**src/rtl/demux4_stream_if.sv**
```systemverilog
// demux4_stream_if -- stream bundle for the 4-way demux.
//   Input side : in_valid, in_data[WIDTH], in_sel[2]  (producer -> demux)
//                in_ready                              (demux -> producer)
//   Output side: out_valid[4], out_data[4*WIDTH]       (demux -> consumers)
//                out_ready[4]                          (consumers -> demux)
// Channel k's head word sits at out_data[k*WIDTH +: WIDTH].
// Modports: master = producer/consumer side (testbench), slave = demux.
interface demux4_stream_if #(
    parameter int WIDTH = 13
);
    logic                 in_valid;
    logic [WIDTH-1:0]     in_data;
    logic [1:0]           in_sel;
    logic                 in_ready;
    logic [3:0]           out_valid;
    logic [4*WIDTH-1:0]   out_data;
    logic [3:0]           out_ready;

    modport master (
        output in_valid, in_data, in_sel, out_ready,
        input  in_ready, out_valid, out_data
    );

    modport slave (
        input  in_valid, in_data, in_sel, out_ready,
        output in_ready, out_valid, out_data
    );
endinterface

```
**src/rtl/demux4_stream.sv**
```systemverilog
// demux4_stream -- routes one input stream to four output channels, each
// buffered by a 2-entry FIFO.
//   clk      : clock, rising edge
//   rst_n    : asynchronous active-low reset, clears all queues
//   bus      : demux4_stream_if.slave (input stream + 4 output streams)
//   xfer_cnt : 8-bit saturating count of accepted input words
//              (port exists only when DEMUX4_STATS_EN is defined)
// Optional feature macro: DEMUX4_STATS_EN.

// Per-channel 2-entry FIFO.
//   push/push_data : write request (ignored when full)
//   pop_rdy        : consumer ready; pops only while valid
//   valid/data     : head word; data holds the last popped word while empty
//   full           : occupancy == 2
module demux4_stream_chan #(
    parameter int WIDTH = 13
) (
    input  logic             clk,
    input  logic             rst_n,
    input  logic             push,
    input  logic [WIDTH-1:0] push_data,
    input  logic             pop_rdy,
    output logic             valid,
    output logic [WIDTH-1:0] data,
    output logic             full
);
    logic [1:0][WIDTH-1:0] mem;
    logic                  wr_ptr;
    logic                  rd_ptr;
    logic [1:0]            count;
    logic [WIDTH-1:0]      last_q;
    logic                  push_ok;
    logic                  pop_ok;

    assign valid   = (count != 2'd0);
    assign full    = (count == 2'd2);
    assign push_ok = push & ~full;
    assign pop_ok  = pop_rdy & valid;

    // When empty, keep presenting the word that left last rather than
    // whatever stale entry rd_ptr now points at.
    assign data = valid ? mem[rd_ptr] : last_q;

    always_ff @(posedge clk or negedge rst_n) begin
        if (!rst_n) begin
            mem    <= '0;
            wr_ptr <= 1'b0;
            rd_ptr <= 1'b0;
            count  <= 2'd0;
            last_q <= '0;
        end else begin
            if (push_ok) begin
                mem[wr_ptr] <= push_data;
                wr_ptr      <= ~wr_ptr;
            end
            if (pop_ok) begin
                rd_ptr <= ~rd_ptr;
                last_q <= mem[rd_ptr];
            end
            case ({push_ok, pop_ok})
                2'b10:   count <= count + 2'd1;
                2'b01:   count <= count - 2'd1;
                default: count <= count;
            endcase
        end
    end
endmodule

module demux4_stream #(
    parameter int WIDTH = 13
) (
    input  logic              clk,
    input  logic              rst_n,
    demux4_stream_if.slave    bus
`ifdef DEMUX4_STATS_EN
    ,
    output logic [7:0]        xfer_cnt
`endif
);
    localparam int NUM_LANES = 4;

    logic [NUM_LANES-1:0]            lane_full;
    logic [NUM_LANES-1:0]            lane_push;
    logic [NUM_LANES-1:0]            lane_valid;
    logic [NUM_LANES-1:0][WIDTH-1:0] lane_data;
    logic                            in_xfer;

    // Ready looks only at the selected channel's occupancy, never at
    // out_ready, so there is no combinational path consumer -> producer.
    assign bus.in_ready = ~lane_full[bus.in_sel];
    assign in_xfer      = bus.in_valid & bus.in_ready;

    assign bus.out_valid = lane_valid;
    assign bus.out_data  = lane_data;

    for (genvar k = 0; k < NUM_LANES; k++) begin : g_lane
        assign lane_push[k] = in_xfer & (bus.in_sel == 2'(k));

        demux4_stream_chan #(.WIDTH(WIDTH)) u_chan (
            .clk       (clk),
            .rst_n     (rst_n),
            .push      (lane_push[k]),
            .push_data (bus.in_data),
            .pop_rdy   (bus.out_ready[k]),
            .valid     (lane_valid[k]),
            .data      (lane_data[k]),
            .full      (lane_full[k])
        );
    end

`ifdef DEMUX4_STATS_EN
    always_ff @(posedge clk or negedge rst_n) begin
        if (!rst_n)
            xfer_cnt <= 8'd0;
        else if (in_xfer && (xfer_cnt != 8'hFF))
            xfer_cnt <= xfer_cnt + 8'd1;
    end
`endif
endmodule

```
**src/flat_wrapper.sv**
```systemverilog
// flat-port wrapper written by rule: the top's interface ports become plain ports
module demux4_stream_flat 
#(
    parameter int WIDTH = 13
)
  (clk, rst_n, bus_in_valid, bus_in_data, bus_in_sel, bus_out_ready, bus_in_ready, bus_out_valid, bus_out_data);
  demux4_stream_if #(.WIDTH(WIDTH)) bus_i ();
  input  logic clk;
  input  logic rst_n;
  input wire logic [$bits(bus_i.in_valid)-1:0] bus_in_valid;
  input wire logic [$bits(bus_i.in_data)-1:0] bus_in_data;
  input wire logic [$bits(bus_i.in_sel)-1:0] bus_in_sel;
  input wire logic [$bits(bus_i.out_ready)-1:0] bus_out_ready;
  output wire logic [$bits(bus_i.in_ready)-1:0] bus_in_ready;
  output wire logic [$bits(bus_i.out_valid)-1:0] bus_out_valid;
  output wire logic [$bits(bus_i.out_data)-1:0] bus_out_data;
  assign bus_i.in_valid = bus_in_valid;
  assign bus_i.in_data = bus_in_data;
  assign bus_i.in_sel = bus_in_sel;
  assign bus_i.out_ready = bus_out_ready;
  assign bus_in_ready = bus_i.in_ready;
  assign bus_out_valid = bus_i.out_valid;
  assign bus_out_data = bus_i.out_data;
  demux4_stream #(.WIDTH(WIDTH)) u_core (.clk(clk), .rst_n(rst_n), .bus(bus_i));
endmodule
```
**config.mk**
```make
export PLATFORM = sky130hd
export DESIGN_NAME = demux4_stream_flat
export DESIGN_NICKNAME = d
export VERILOG_FILES = /design/src/rtl/demux4_stream_if.sv /design/src/rtl/demux4_stream.sv /design/src/flat_wrapper.sv
export SDC_FILE = /design/constraint.sdc
export NUM_CORES = 1
export LEC_CHECK = 0
export BUFFER_PORTS_ARGS = -buffer_cell sky130_fd_sc_hd__buf_2
export CELL_PAD_IN_SITES_DETAIL_PLACEMENT = 1
export CELL_PAD_IN_SITES_GLOBAL_PLACEMENT = 1
export CORE_MARGIN = 2
export CORE_UTILIZATION = 45
export CTS_CLUSTER_SIZE = 10
export DETAILED_ROUTE_END_ITERATION = 8
export GPL_TIMING_DRIVEN = 0
export HOLD_SLACK_MARGIN = 0.02
export PLACE_DENSITY = 0.74
export RECOVER_POWER = 100
export REMOVE_ABC_BUFFERS = 1
export SETUP_SLACK_MARGIN = 0.05
export SYNTH_ARGS = -nofsm -noshare
export SYNTH_HDL_FRONTEND = slang
export SYNTH_HIERARCHICAL = 1
export SYNTH_SLANG_ARGS = --single-unit
```
**constraint.sdc**
```tcl
create_clock -name clk -period 2.7 [get_ports clk]
set_input_delay 0 -clock clk [delete_from_list [all_inputs] [get_ports clk]]
set_output_delay 0 -clock clk [all_outputs]
set_load 0.01 [all_outputs]
```
Word-level counts from Yosys, hierarchy flattened
Index checks and enable logic that the tools add are counted.

Memory bits (writable): 0. Bits in latches: 0. Memories kept: 0. Input port bits: 22. Word-level logic and storage cells: 129. Register bits after elaboration: 172. ROM bits: 0.

Divide/modulo/power cells: 0. Equal/unequal tests: 15. $add $sub $neg: 8. Shifts and indexed selects: 0. $lt $le $gt $ge: 13. Bitwise gates (word level): 26. Multipliers: 0. Reductions and logical operators: 13. Mux-type cells: 30.

Operator list (count): $mux 13 (16); $bwmux 26 (4); $demux 13 s1 (4); $eq 2x2->1 const B (10); $lt 1x2->1 const B (8); $pmux 2 s2 (4); $reduce_bool 2->1 (8); $and 1x1->1 (13); $not 1->1 (13); $eq 2x1->1 const B (5); $add 2x1->2 const B (4); $sub 2x1->2 const B (4); $ge 1x1->1 const B (4); $logic_and 1x1->1 (4); $lt 2x3->1 const B (1); $bmux 1 s2 (1); $logic_not 2->1 (1); $mux 1 (1).

Longest topological paths before layout
Gate-level depths: netlist of the first run.

Depth after elaboration: 9. Mapped depth: 8. Mapped depth without buffers: 8.

Hierarchy
Netlist of the first run, hierarchy kept.

By module, submodules not included: demux4_stream_chan (cells each 159, sequential area each 1076.0 µm², instances 4, area each 1923.1 µm²); demux4_stream (cells each 7, sequential area each 0.0 µm², instances 1, area each 63.8 µm²).

Least setup slack after synthesis of the first run
OpenSTA, ideal clock, no wires.

Path type: register to register. Start: reg u_core.g_lane[0].u_chan.count[0]. End: reg u_core/g_lane[0].u_chan/mem[10] (netlist bit). Setup slack: 763 ps. Period minus slack after synthesis: 1937 ps. Cell stages (with the launch flop): 7. Setup time: 125 ps. Buffers on the path: 1. Required time: 2575 ps. Data arrival time: 1812 ps. Cell sequence: dfrtp_1 -> nand2b_4 -> inv_2 -> nor4b_1 -> nor3b_4 -> buf_6 -> mux2_2.

Word-level cells in the longest chain between the ends: 7. Elaborated cells between the ends (all ways): 8. Those cells by class: 1 x eq/ne; 2 x mux; 5 x bitwise.

Ends and longest elaborated chain: start: declaration (RTL line demux4_stream.sv:30) `logic [1:0] count;`; start signal: assignment (RTL line demux4_stream.sv:61) `2'b10: count <= count + 2'd1;`; start signal: assignment (RTL line demux4_stream.sv:62) `2'b01: count <= count - 2'd1;`; start signal: assignment (RTL line demux4_stream.sv:63) `default: count <= count;`; $eq 2x2->1 (RTL line demux4_stream.sv:36) `assign full = (count == 2'd2);`; named net u_core.lane_full[0] (RTL line demux4_stream.sv:82) `logic [NUM_LANES-1:0] lane_full;`; $bmux 1 s2 (RTL line demux4_stream.sv:90) `assign bus.in_ready = ~lane_full[bus.in_sel];`; $mux 1 (implied by the code) (RTL line demux4_stream.sv:90); $not 1->1 (RTL line demux4_stream.sv:90); $and 1x1->1 (RTL line demux4_stream.sv:91) `assign in_xfer = bus.in_valid & bus.in_ready;`; $and 1x1->1 (RTL line demux4_stream.sv:97) `assign lane_push[k] = in_xfer & (bus.in_sel == 2'(k));`; named net u_core.lane_push[0] (RTL line demux4_stream.sv:83) `logic [NUM_LANES-1:0] lane_push;`; $and 1x1->1 (RTL line demux4_stream.sv:37) `assign push_ok = push & ~full;`; end signal: indexed assignment (RTL line demux4_stream.sv:53) `mem[wr_ptr] <= push_data;`; end: declaration (RTL line demux4_stream.sv:27) `logic [1:0][WIDTH-1:0] mem;`.

The timed path passes the listed nets, and every way through them passes these cells. The select of a mux whose other input is x is not followed. A chain may end at the register's enable or synchronous reset.

Worst setup path in the final report of the first run
Start: reg u_core.g_lane[0].u_chan.count[0]. End: reg u_core/g_lane[0].u_chan/mem[7] (netlist bit).

Same word-level chain as after synthesis.

==> impl_metrics.csv, run 1 <==
group,metric,value,unit
outcome,status,"finished clean",
min_path,min_path_cells,2,
finish,n_antenna_cell,0,
global_routing,antenna_found_initial,0,
cts,clock_latency,0.43,ns
die,num_rows,48,
synth,yosysTopAreaCellShare,55.5,%
sta,max_clock_freq,399,MHz
sta,drv_slew,0,
power,p_per_area,1320,nW/um2
die,fp.coreArea,17100,um2
sta,finalCriticalPeriod,2.50,ns
synth,synth_cell_types,26,
drt,drtAntennaViolNets,0,
worst_setup_path,cp_max_fo,13,
die,dieArea,18300,um2
cts,cts_made_buffers,17,
worst_setup_path,critPathArrivalTime,2.81,ns
drt,drc,0,
finish,area_growth,12.3,%
place,dpl_cell_area,8200,um2
sta,timing.final.crit_share,92.7,%
global_routing,grt_max_degree,125,
drt,vias_per_cell,5.25,
drt,finalWirelength,17800,um
place,dp_hpwl,11500,um
cts,post_cts_resized,0,
global_routing,grt_pass1_vias,5573,
cts,clk_transition_reported_paths,0.06,ns
global_routing,grt_util_all_layers,21.1,%
drt,wl_per_cell,18.8,um
cts,cts.sinks,172,
synth,seq_area_frac_synth,55.5,%
finish,stdcell_area,8710,um2
cts,cts_setup_buffers,0,
die,start_util,45.5,%
synth,synth_area_leaders,"dfrtp_1 (55%), mux2_2 (15%), mux2i_1 (6.7%)",
synth,synthCells,643,
sta,finalSetupViolations,0,
cts,tritoncts,"built",
worst_setup_path,crit_required,3.01,ns
finish,layout.nets,740,
min_path,hp-class,"in2reg",
cts,htreeDepth,4,
sta,hold_violations,0,
finish,layout_commonest_cell,"dfrtp_1",
finish,layout_common_cells,"dfrtp_1 (172), mux2_2 (100), clkbuf_1 (57), nand2_1 (57), nor2_1 (56)",
die,die_w,135,um
power,ir_drop,0.000730,V
job,drv_cap,0,
place,gp_congestion,0.725,
power,p_leak,3.93,nW
place,io_buffers,78,
finish,drive_gt1_share,22.6,%
synth,synth-warning-count,6,
global_routing,grt_pass1_wl,29100,um
global_routing,grt_overflow,0,
worst_setup_path,timing.critical_path.to_type,"flop",
worst_setup_path,worstSetupPathType,"reg2reg",
sta,worstMarginPinSlew,1.26,ns
synth,yosysTopAreaCell,"dfrtp_1",
drt,drtIter0Drc,202,
cts,root_buffer,"clkbuf_16",
drt,dr.pass1.iters,4,
sta,rsz0062_at_grt,"no",
worst_setup_path,reg2regPathDepth,5,
synth,synth_area,7760,um2
sta,finClkSkew,0.00915,ns
drt,num_vias,4968,
die,die_y,135,um
synth,avgSynthCellArea,12.1,um2
cts,cts_max_path_buffers,2,
sta,finalSetupTns,0,ns
sta,max_slew_margin,15.9,%
synth,yosys_register_bits,172,
worst_setup_path,start_kind,"flop",
die,io_pins,79,
## metal layers
layer,GRT usage [%],up-vias,share of wire [%]
met4,6.31,0,1.0
met1,25.2,2556,43
li1,-,2330,-
met3,4.08,16,3.3
met2,38.4,66,53
met5,0,-,0
## final timing paths
| path | slack, ns | start | end |
|---|---|---|---|
| max | 0.20 | u_core/g_lane[0].u_chan/count[0]$_DFFE_PN0P_ | u_core/g_lane[0].u_chan/mem[7]$_DFFE_PN0P_ |
| min | 0.03 | bus_in_data[8] | u_core/g_lane[2].u_chan/mem[21]$_DFFE_PN0P_ |
| max reg2reg | 0.20 | u_core/g_lane[0].u_chan/count[0]$_DFFE_PN0P_ | u_core/g_lane[0].u_chan/mem[7]$_DFFE_PN0P_ |
| min reg2reg | 0.48 | u_core/g_lane[1].u_chan/last_q[5]$_DFFE_PN0P_ | u_core/g_lane[1].u_chan/last_q[5]$_DFFE_PN0P_ |
| max in group asynchronous | 0.58 | rst_n | u_core/g_lane[0].u_chan/rd_ptr$_DFFE_PN0P_ |
| min in group asynchronous | 0.39 | rst_n | u_core/g_lane[2].u_chan/last_q[11]$_DFFE_PN0P_ |
## cells in the mapped netlist
cell type / n
nor3b_1: 1
nor2_1: 56
or2_2: 4
nor4b_1: 1
xnor2_1: 16
nor3_1: 1
buf_2: 20
xor2_1: 4
clkbuf_1: 8
nand2b_4: 4
dfrtp_1: 172
and3_2: 4
a21oi_1: 52
inv_1: 5
mux2i_1: 52
o21ai_2: 4
mux2_4: 4
mux2_2: 100
nor3b_4: 4
inv_2: 4
nand2_1: 57
mux4_2: 1
o21ai_0: 52
buf_6: 12
and4bb_2: 1
ha_1: 4
## worst max-delay path, stage by stage, from the launching register on
cell      delay, ns
dfrtp_1        0.47
nand2b_1       0.20
inv_1          0.10
nor4b_1        0.48
nor3b_4        0.71
mux2_2         0.42
## area by class of cell
type,instances,area [um2]
Sequential cell,172,4300
Clock buffer,23,458
Clock inverter,4,45.0
Timing Repair Buffer,92,467
Tap cell,225,282
Inverter,9,33.8
Fill cell,1820,8350
Multi-Input combinational cell,422,3120
## metrics by stage
stage                     instances  setup WS, ns  hold WS (ns)  total power, W  util (%)
final                           947         0.196        0.0267          0.0115      51.0
after global routing            947        0.0672        0.0311          0.0124      51.0
after CTS                       947         0.268        0.0204          0.0119      51.8
after detailed placement        907         0.331       -0.0711         0.00959      48.1
after global placement          906        -0.855         0.415         0.00920      47.9
after floorplan                 603         0.672        -0.296         0.00778         -
## report_power, final
group	leakage, nW	switching, W	internal (W)
combinational	1.56	0.00249	0.00203
sequential	2.12	0.000954	0.00382
clock	0.248	0.000915	0.00126
## repair_timing
| item | in CTS | in global routing |
|---|---|---|
| setup endpoints to repair | 0 | 0 |
| hold buffers | 13 | 0 |
| hold endpoints to repair | 248 | 0 |
## kinds of logic (layout without fill, tap and decap cells)
family | count (synthesis) | after routing | synth area share (%)
AO/OA/AOI/OAI | 108 | 108 | 7.16
XOR/XNOR | 20 | 20 | 2.26
adder cells (fa/ha/maj) | 4 | 4 | 0.645
buffers and inverters | 49 | 128 | 3.86
flip-flops | 172 | 172 | 55.5
multiplexers | 157 | 157 | 22.3
AND/OR/NAND/NOR | 133 | 133 | 8.29
## registers in the layout, summed over array words and instances (netlist names)
name,count
u_core/g_lane.u_chan/last_q,52
u_core/g_lane.u_chan/mem,104
u_core/g_lane.u_chan/wr_ptr,4
u_core/g_lane.u_chan/count,8
u_core/g_lane.u_chan/rd_ptr,4
Note: power is estimated with default switching activity, not from simulation.
==> inputs of run 2 (changes only) <==
--- a/config.mk
+++ b/config.mk
@@ -14,6 +14,7 @@
 export DETAILED_ROUTE_END_ITERATION = 8
 export GPL_TIMING_DRIVEN = 0
 export HOLD_SLACK_MARGIN = 0.02
+export MAX_ROUTING_LAYER = met4
 export PLACE_DENSITY = 0.74
 export RECOVER_POWER = 100
 export REMOVE_ABC_BUFFERS = 1
==> impl_metrics.csv, run 2 (synthesis results as in run 1) <==
group,metric,value,unit
die,fp.coreArea,17100,um2
finish,largest-register,"u_core/g_lane.u_chan/mem",
sta,worstMarginPinSlew,1.26,ns
drt,drtIter0Drc,172,
sta,hold_violations,0,
cts,root_buffer,"clkbuf_16",
worst_setup_path,cpLargestDelayFamily,"simple AND/OR/NAND/NOR gates",
die,dieArea,18300,um2
finish,layout_commonest_cell,"dfrtp_1",
sta,finalSetupViolations,0,
drt,vias_per_cell,5.29,
min_path,min_to,"u_core/g_lane[3].u_chan/mem[0]$_DFFE_PN0P_",
drt,wl_per_cell,18.9,um
sta,rsz0062_at_grt,"no",
sta,timing.final.crit_share,92.5,%
finish,n_antenna_cell,0,
finish,area_growth,12.3,%
worst_setup_path,start_kind,"flop",
worst_setup_path,critPathArrivalTime,2.80,ns
cts,cts_made_buffers,17,
finish,multi_input_area,3120,um2
cts,clk_transition_reported_paths,0.06,ns
place,dpl_cell_area,8200,um2
global_routing,grt_max_degree,125,
sta,max_clock_freq,400,MHz
sta,finClkSkew,0.00764,ns
cts,hold_buffers,13,
drt,num_vias,5006,
finish,stdcell_area,8710,um2
sta,max_slew_margin,16.3,%
global_routing,grt_pass1_vias,5569,
die,start_util,45.5,%
worst_setup_path,crit_required,3.00,ns
cts,htreeDepth,4,
finish,layout_common_cells,"dfrtp_1 (172), mux2_2 (100), clkbuf_1 (57), nand2_1 (57), nor2_1 (56)",
power,p_per_area,1320,nW/um2
cts,clock_latency,0.43,ns
cts,tritoncts,"built",
min_path,min_path_cells,2,
job,drv_cap,0,
place,io_buffers,78,
outcome,status,"finished clean",
global_routing,grt_overflow,0,
finish,n_fill_cell,1820,
worst_setup_path,worstSetupPathType,"reg2reg",
global_routing,grt_pass1_wl,29100,um
finish,layout.nets,740,
finish,drive_gt1_share,22.6,%
die,die_y,135,um
global_routing,grt_util_all_layers,21.7,%
worst_setup_path,r2r-start,"u_core/g_lane[0].u_chan/count[0]$_DFFE_PN0P_",
finish,seq_area,4300,um2
drt,dr.pass1.iters,4,
cts,cts_setup_buffers,0,
power,ir_drop,0.000729,V
cts,post_cts_resized,0,
drt,drc,0,
place,gp_congestion,0.734,
min_path,hold_path.startpoint,"bus_in_data[0]",
die,num_rows,48,
place,dp.cells,907,
finish,final_cells,947,
worst_setup_path,timing.critical_path.to_type,"flop",
worst_setup_path,worstPathCellList,"nand2b_1 > inv_1 > nor4b_1 > nor3b_4 > mux2_2",
worst_setup_path,cpPeakStageDelay,0.71,ns
worst_setup_path,cp_max_fo,13,
sta,drv_slew,0,
place,dp_hpwl,11500,um
finish,top_regs,"u_core/g_lane.u_chan/mem x104, u_core/g_lane.u_chan/last_q x52, u_core/g_lane.u_chan/count x8",
sta,finalCriticalPeriod,2.50,ns
die,die_w,135,um
power,p_leak,3.93,nW
worst_setup_path,cp_slowest_cell,"nor3b_4",
worst_setup_path,r2r-end,"u_core/g_lane[0].u_chan/mem[7]$_DFFE_PN0P_",
drt,finalWirelength,17900,um
die,io_pins,79,
drt,drtAntennaViolNets,0,
worst_setup_path,ff2ff_setup_slack,0.20,ns
min_path,hp-class,"in2reg",
cts,cts_max_path_buffers,2,
worst_setup_path,reg2regPathDepth,5,
global_routing,antenna_found_initial,0,
cts,cts.sinks,172,
finish,largest_reg_flops,104,
worst_setup_path,cp.buffers_inverters,1,
run 2: cell counts in the layout (fill, tap and decap cells not counted):
No cell type changed its count.
run 2: final cells by class:
class / count / area share (%)
flip-flops and latches: 172 / 49.4
repair buffers: 92 / 5.36
multi-input cells: 422 / 35.8
inverters: 9 / 0.388
well taps: 225 / 3.23
clock buffers: 23 / 5.26
clock inverters: 4 / 0.517
run 2: layer usage:
metal,GRT usage (%),part of all wire (%)
met3,4.08,3.0
met4,6.31,1.1
met5,-,0
met2,38.4,53
met1,25.2,43
run 2: worst max path at each step:
stage,startpoint,end,slack [ns],cells past startpoint
finish,u_core/g_lane[0].u_chan/count[0]$_DFFE_PN0P_,u_core/g_lane[0].u_chan/mem[7]$_DFFE_PN0P_,0.20,5
floorplan,u_core/g_lane[0].u_chan/count[0]$_DFFE_PN0P_,u_core/g_lane[0].u_chan/mem[0]$_DFFE_PN0P_,0.67,5
CTS,u_core/g_lane[0].u_chan/count[0]$_DFFE_PN0P_,u_core/g_lane[0].u_chan/mem[7]$_DFFE_PN0P_,0.27,5
detailed placement,u_core/g_lane[0].u_chan/count[0]$_DFFE_PN0P_,u_core/g_lane[0].u_chan/mem[7]$_DFFE_PN0P_,0.33,5
global route,u_core/g_lane[0].u_chan/count[0]$_DFFE_PN0P_,u_core/g_lane[0].u_chan/mem[7]$_DFFE_PN0P_,0.07,5
global placement,rst_n,u_core/g_lane[1].u_chan/mem[9]$_DFFE_PN0P_,-0.85,1
run 2: through the flow:
stage	setup TNS [ns]	total power (W)	hold WS [ns]	util [%]	setup WS [ns]
after floorplan	0	0.00778	-0.296	-	0.672
after global placement	-144.06	0.00920	0.415	47.9	-0.855
after detailed placement	0	0.00959	-0.0711	48.1	0.331
after CTS	0	0.0119	0.0204	51.8	0.268
after global routing	0	0.0124	0.0310	51.0	0.0672
final	0	0.0115	0.0161	51.0	0.202
run 2: where the power goes:
group	internal, W	leakage, nW	total, W	switching (W)
registers	0.00382	2.12	0.00477	0.000953
clock network	0.00126	0.248	0.00218	0.000915
logic	0.00203	1.56	0.00452	0.00249
total	0.00711	3.93	0.0115	0.00436
run 2: worst register-to-register path: stages (launching register included):
cell      delay, ns
dfrtp_1        0.46
nand2b_1       0.20
inv_1          0.10
nor4b_1        0.49
nor3b_4        0.71
mux2_2         0.42
==> inputs of run 3 (changes only) <==
--- a/config.mk
+++ b/config.mk
@@ -8,11 +8,12 @@
 export BUFFER_PORTS_ARGS = -buffer_cell sky130_fd_sc_hd__buf_2
 export CELL_PAD_IN_SITES_DETAIL_PLACEMENT = 1
 export CELL_PAD_IN_SITES_GLOBAL_PLACEMENT = 1
+export CORE_ASPECT_RATIO = 0.5
 export CORE_MARGIN = 2
 export CORE_UTILIZATION = 45
 export CTS_CLUSTER_SIZE = 10
 export DETAILED_ROUTE_END_ITERATION = 8
-export GPL_TIMING_DRIVEN = 0
+export GPL_TIMING_DRIVEN = 1
 export HOLD_SLACK_MARGIN = 0.02
 export MAX_ROUTING_LAYER = met4
 export PLACE_DENSITY = 0.74
==> impl_metrics.csv, run 3 (synthesis results as in run 1) <==
group,metric,value,unit
worst_setup_path,crit_required,3.01,ns
outcome,violations,"max-capacitance violations, max-slew violations",
cts,post_cts_resized,0,
sta,max_clock_freq,418,MHz
sta,finClkSkew,0.0141,ns
sta,finalSetupViolations,0,
worst_setup_path,ff2ff_setup_slack,0.31,ns
min_path,hp-class,"in2reg",
finish,layout_commonest_cell,"dfrtp_1",
cts,clk_transition_reported_paths,0.07,ns
worst_setup_path,critPathArrivalTime,2.70,ns
global_routing,antenna_found_initial,0,
drt,drc,0,
cts,cts.sinks,172,
sta,worstMarginPinSlew,1.98,ns
finish,area_growth,13.4,%
power,p_per_area,1330,nW/um2
cts,cts_setup_buffers,0,
die,dieArea,18400,um2
worst_setup_path,timing.critical_path.to_type,"flop",
sta,max_slew_margin,-32.1,%
sta,timing.final.crit_share,88.6,%
cts,cts_max_path_buffers,2,
cts,root_buffer,"clkbuf_16",
place,dpl_cell_area,8270,um2
finish,top_regs,"u_core/g_lane.u_chan/mem x104, u_core/g_lane.u_chan/last_q x52, u_core/g_lane.u_chan/count x8",
cts,htreeDepth,4,
sta,finalCriticalPeriod,2.39,ns
die,die_w,190,um
cts,cts_made_buffers,17,
global_routing,grt_max_degree,78,
die,io_pins,79,
drt,wl_per_cell,18.7,um
finish,final_util,53.0,%
die,num_rows,33,
finish,drive_gt1_share,23.2,%
die,die_y,96.8,um
sta,drv_slew,77,
finish,largest-register,"u_core/g_lane.u_chan/mem",
global_routing,grt_util_all_layers,21.7,%
finish,n_fill_cell,1801,
cts,hold_buffers,11,
sta,finalSetupTns,0,ns
finish,largest_reg_flops,104,
cts,tritoncts,"built",
drt,drtAntennaViolNets,0,
finish,n_antenna_cell,0,
finish,layout_common_cells,"dfrtp_1 (172), mux2_2 (100), clkbuf_1 (59)",
cts,clock_latency,0.43,ns
drt,num_vias,5044,
global_routing,grt_overflow,0,
sta,hold_violations,0,
outcome,status,"complete, but fails checks",
place,io_buffers,78,
job,drv_cap,1,
global_routing,grt_pass1_wl,29900,um
worst_setup_path,start_kind,"flop",
finish,stdcell_area,8800,um2
place,dp_hpwl,11500,um
power,p_leak,3.97,nW
drt,vias_per_cell,5.23,
place,gp_congestion,0.717,
drt,drtIter0Drc,188,
sta,rsz0062_at_grt,"no",
global_routing,grt_pass1_vias,5615,
drt,finalWirelength,18100,um
power,ir_drop,0.000504,V
die,fp.coreArea,16600,um2
worst_setup_path,cp_max_fo,13,
die,start_util,46.7,%
finish,layout.nets,751,
worst_setup_path,worstSetupPathType,"reg2reg",
drt,dr.pass1.iters,4,
run 3: metrics by stage:
step                hold WS, ns  setup slack (ns)  total power, W  cells
floorplan                -0.296             0.672         0.00778    603
global placement         0.0834             0.674         0.00928    920
detailed placement       0.0974             0.565         0.00958    920
CTS                      0.0220             0.470          0.0121    963
global route             0.0354             0.127          0.0125    965
finish                   0.0172             0.307          0.0117    965
run 3: report_power, final:
part	leakage, nW	switching (W)	total, W	internal, W
Combinational	1.58	0.00248	0.00451	0.00203
Sequential	2.12	0.000924	0.00474	0.00381
Clock	0.278	0.00107	0.00242	0.00135
run 3: path summary, 6_finish.rpt:
path	startpoint	to	cells after the start
worst min register to register	u_core/g_lane[1].u_chan/last_q[1]$_DFFE_PN0P_	u_core/g_lane[1].u_chan/last_q[1]$_DFFE_PN0P_	2
worst min-delay path	bus_in_sel[0]	u_core/g_lane[0].u_chan/wr_ptr$_DFFE_PN0N_	4
worst max-delay path	u_core/g_lane[1].u_chan/count[0]$_DFFE_PN0P_	u_core/g_lane[1].u_chan/mem[6]$_DFFE_PN0P_	6
min in group asynchronous	rst_n	u_core/g_lane[2].u_chan/last_q[9]$_DFFE_PN0P_	2
max in group asynchronous	rst_n	u_core/g_lane[0].u_chan/last_q[12]$_DFFE_PN0P_	3
worst max register to register	u_core/g_lane[1].u_chan/count[0]$_DFFE_PN0P_	u_core/g_lane[1].u_chan/mem[6]$_DFFE_PN0P_	6
run 3: final cells by class:
class	count	area, um2	area share [%]
flip-flops and latches	172	4300	48.9
clock inverters	12	128	1.45
multi-input cells	422	3060	34.8
well taps	227	284	3.23
inverters	9	33.8	0.384
repair buffers	103	531	6.03
clock buffers	20	457	5.19
run 3: worst max-delay path, stage by stage, from the launching register on:
cell,delay [ns]
dfrtp_1,0.43
nand2b_1,0.19
inv_1,0.09
nor3_1,0.29
nor3b_1,0.23
clkbuf_1,0.62
mux2_2,0.42
run 3: per-layer routing:
layer | vias to the layer above | global-route usage (%) | share of wire (%)
met3 | 12 | 3.85 | 2.9
met1 | 2618 | 27.5 | 46
li1 | 2367 | - | -
met2 | 47 | 36.3 | 50
met5 | - | - | 0
met4 | 0 | 5.43 | 0.84
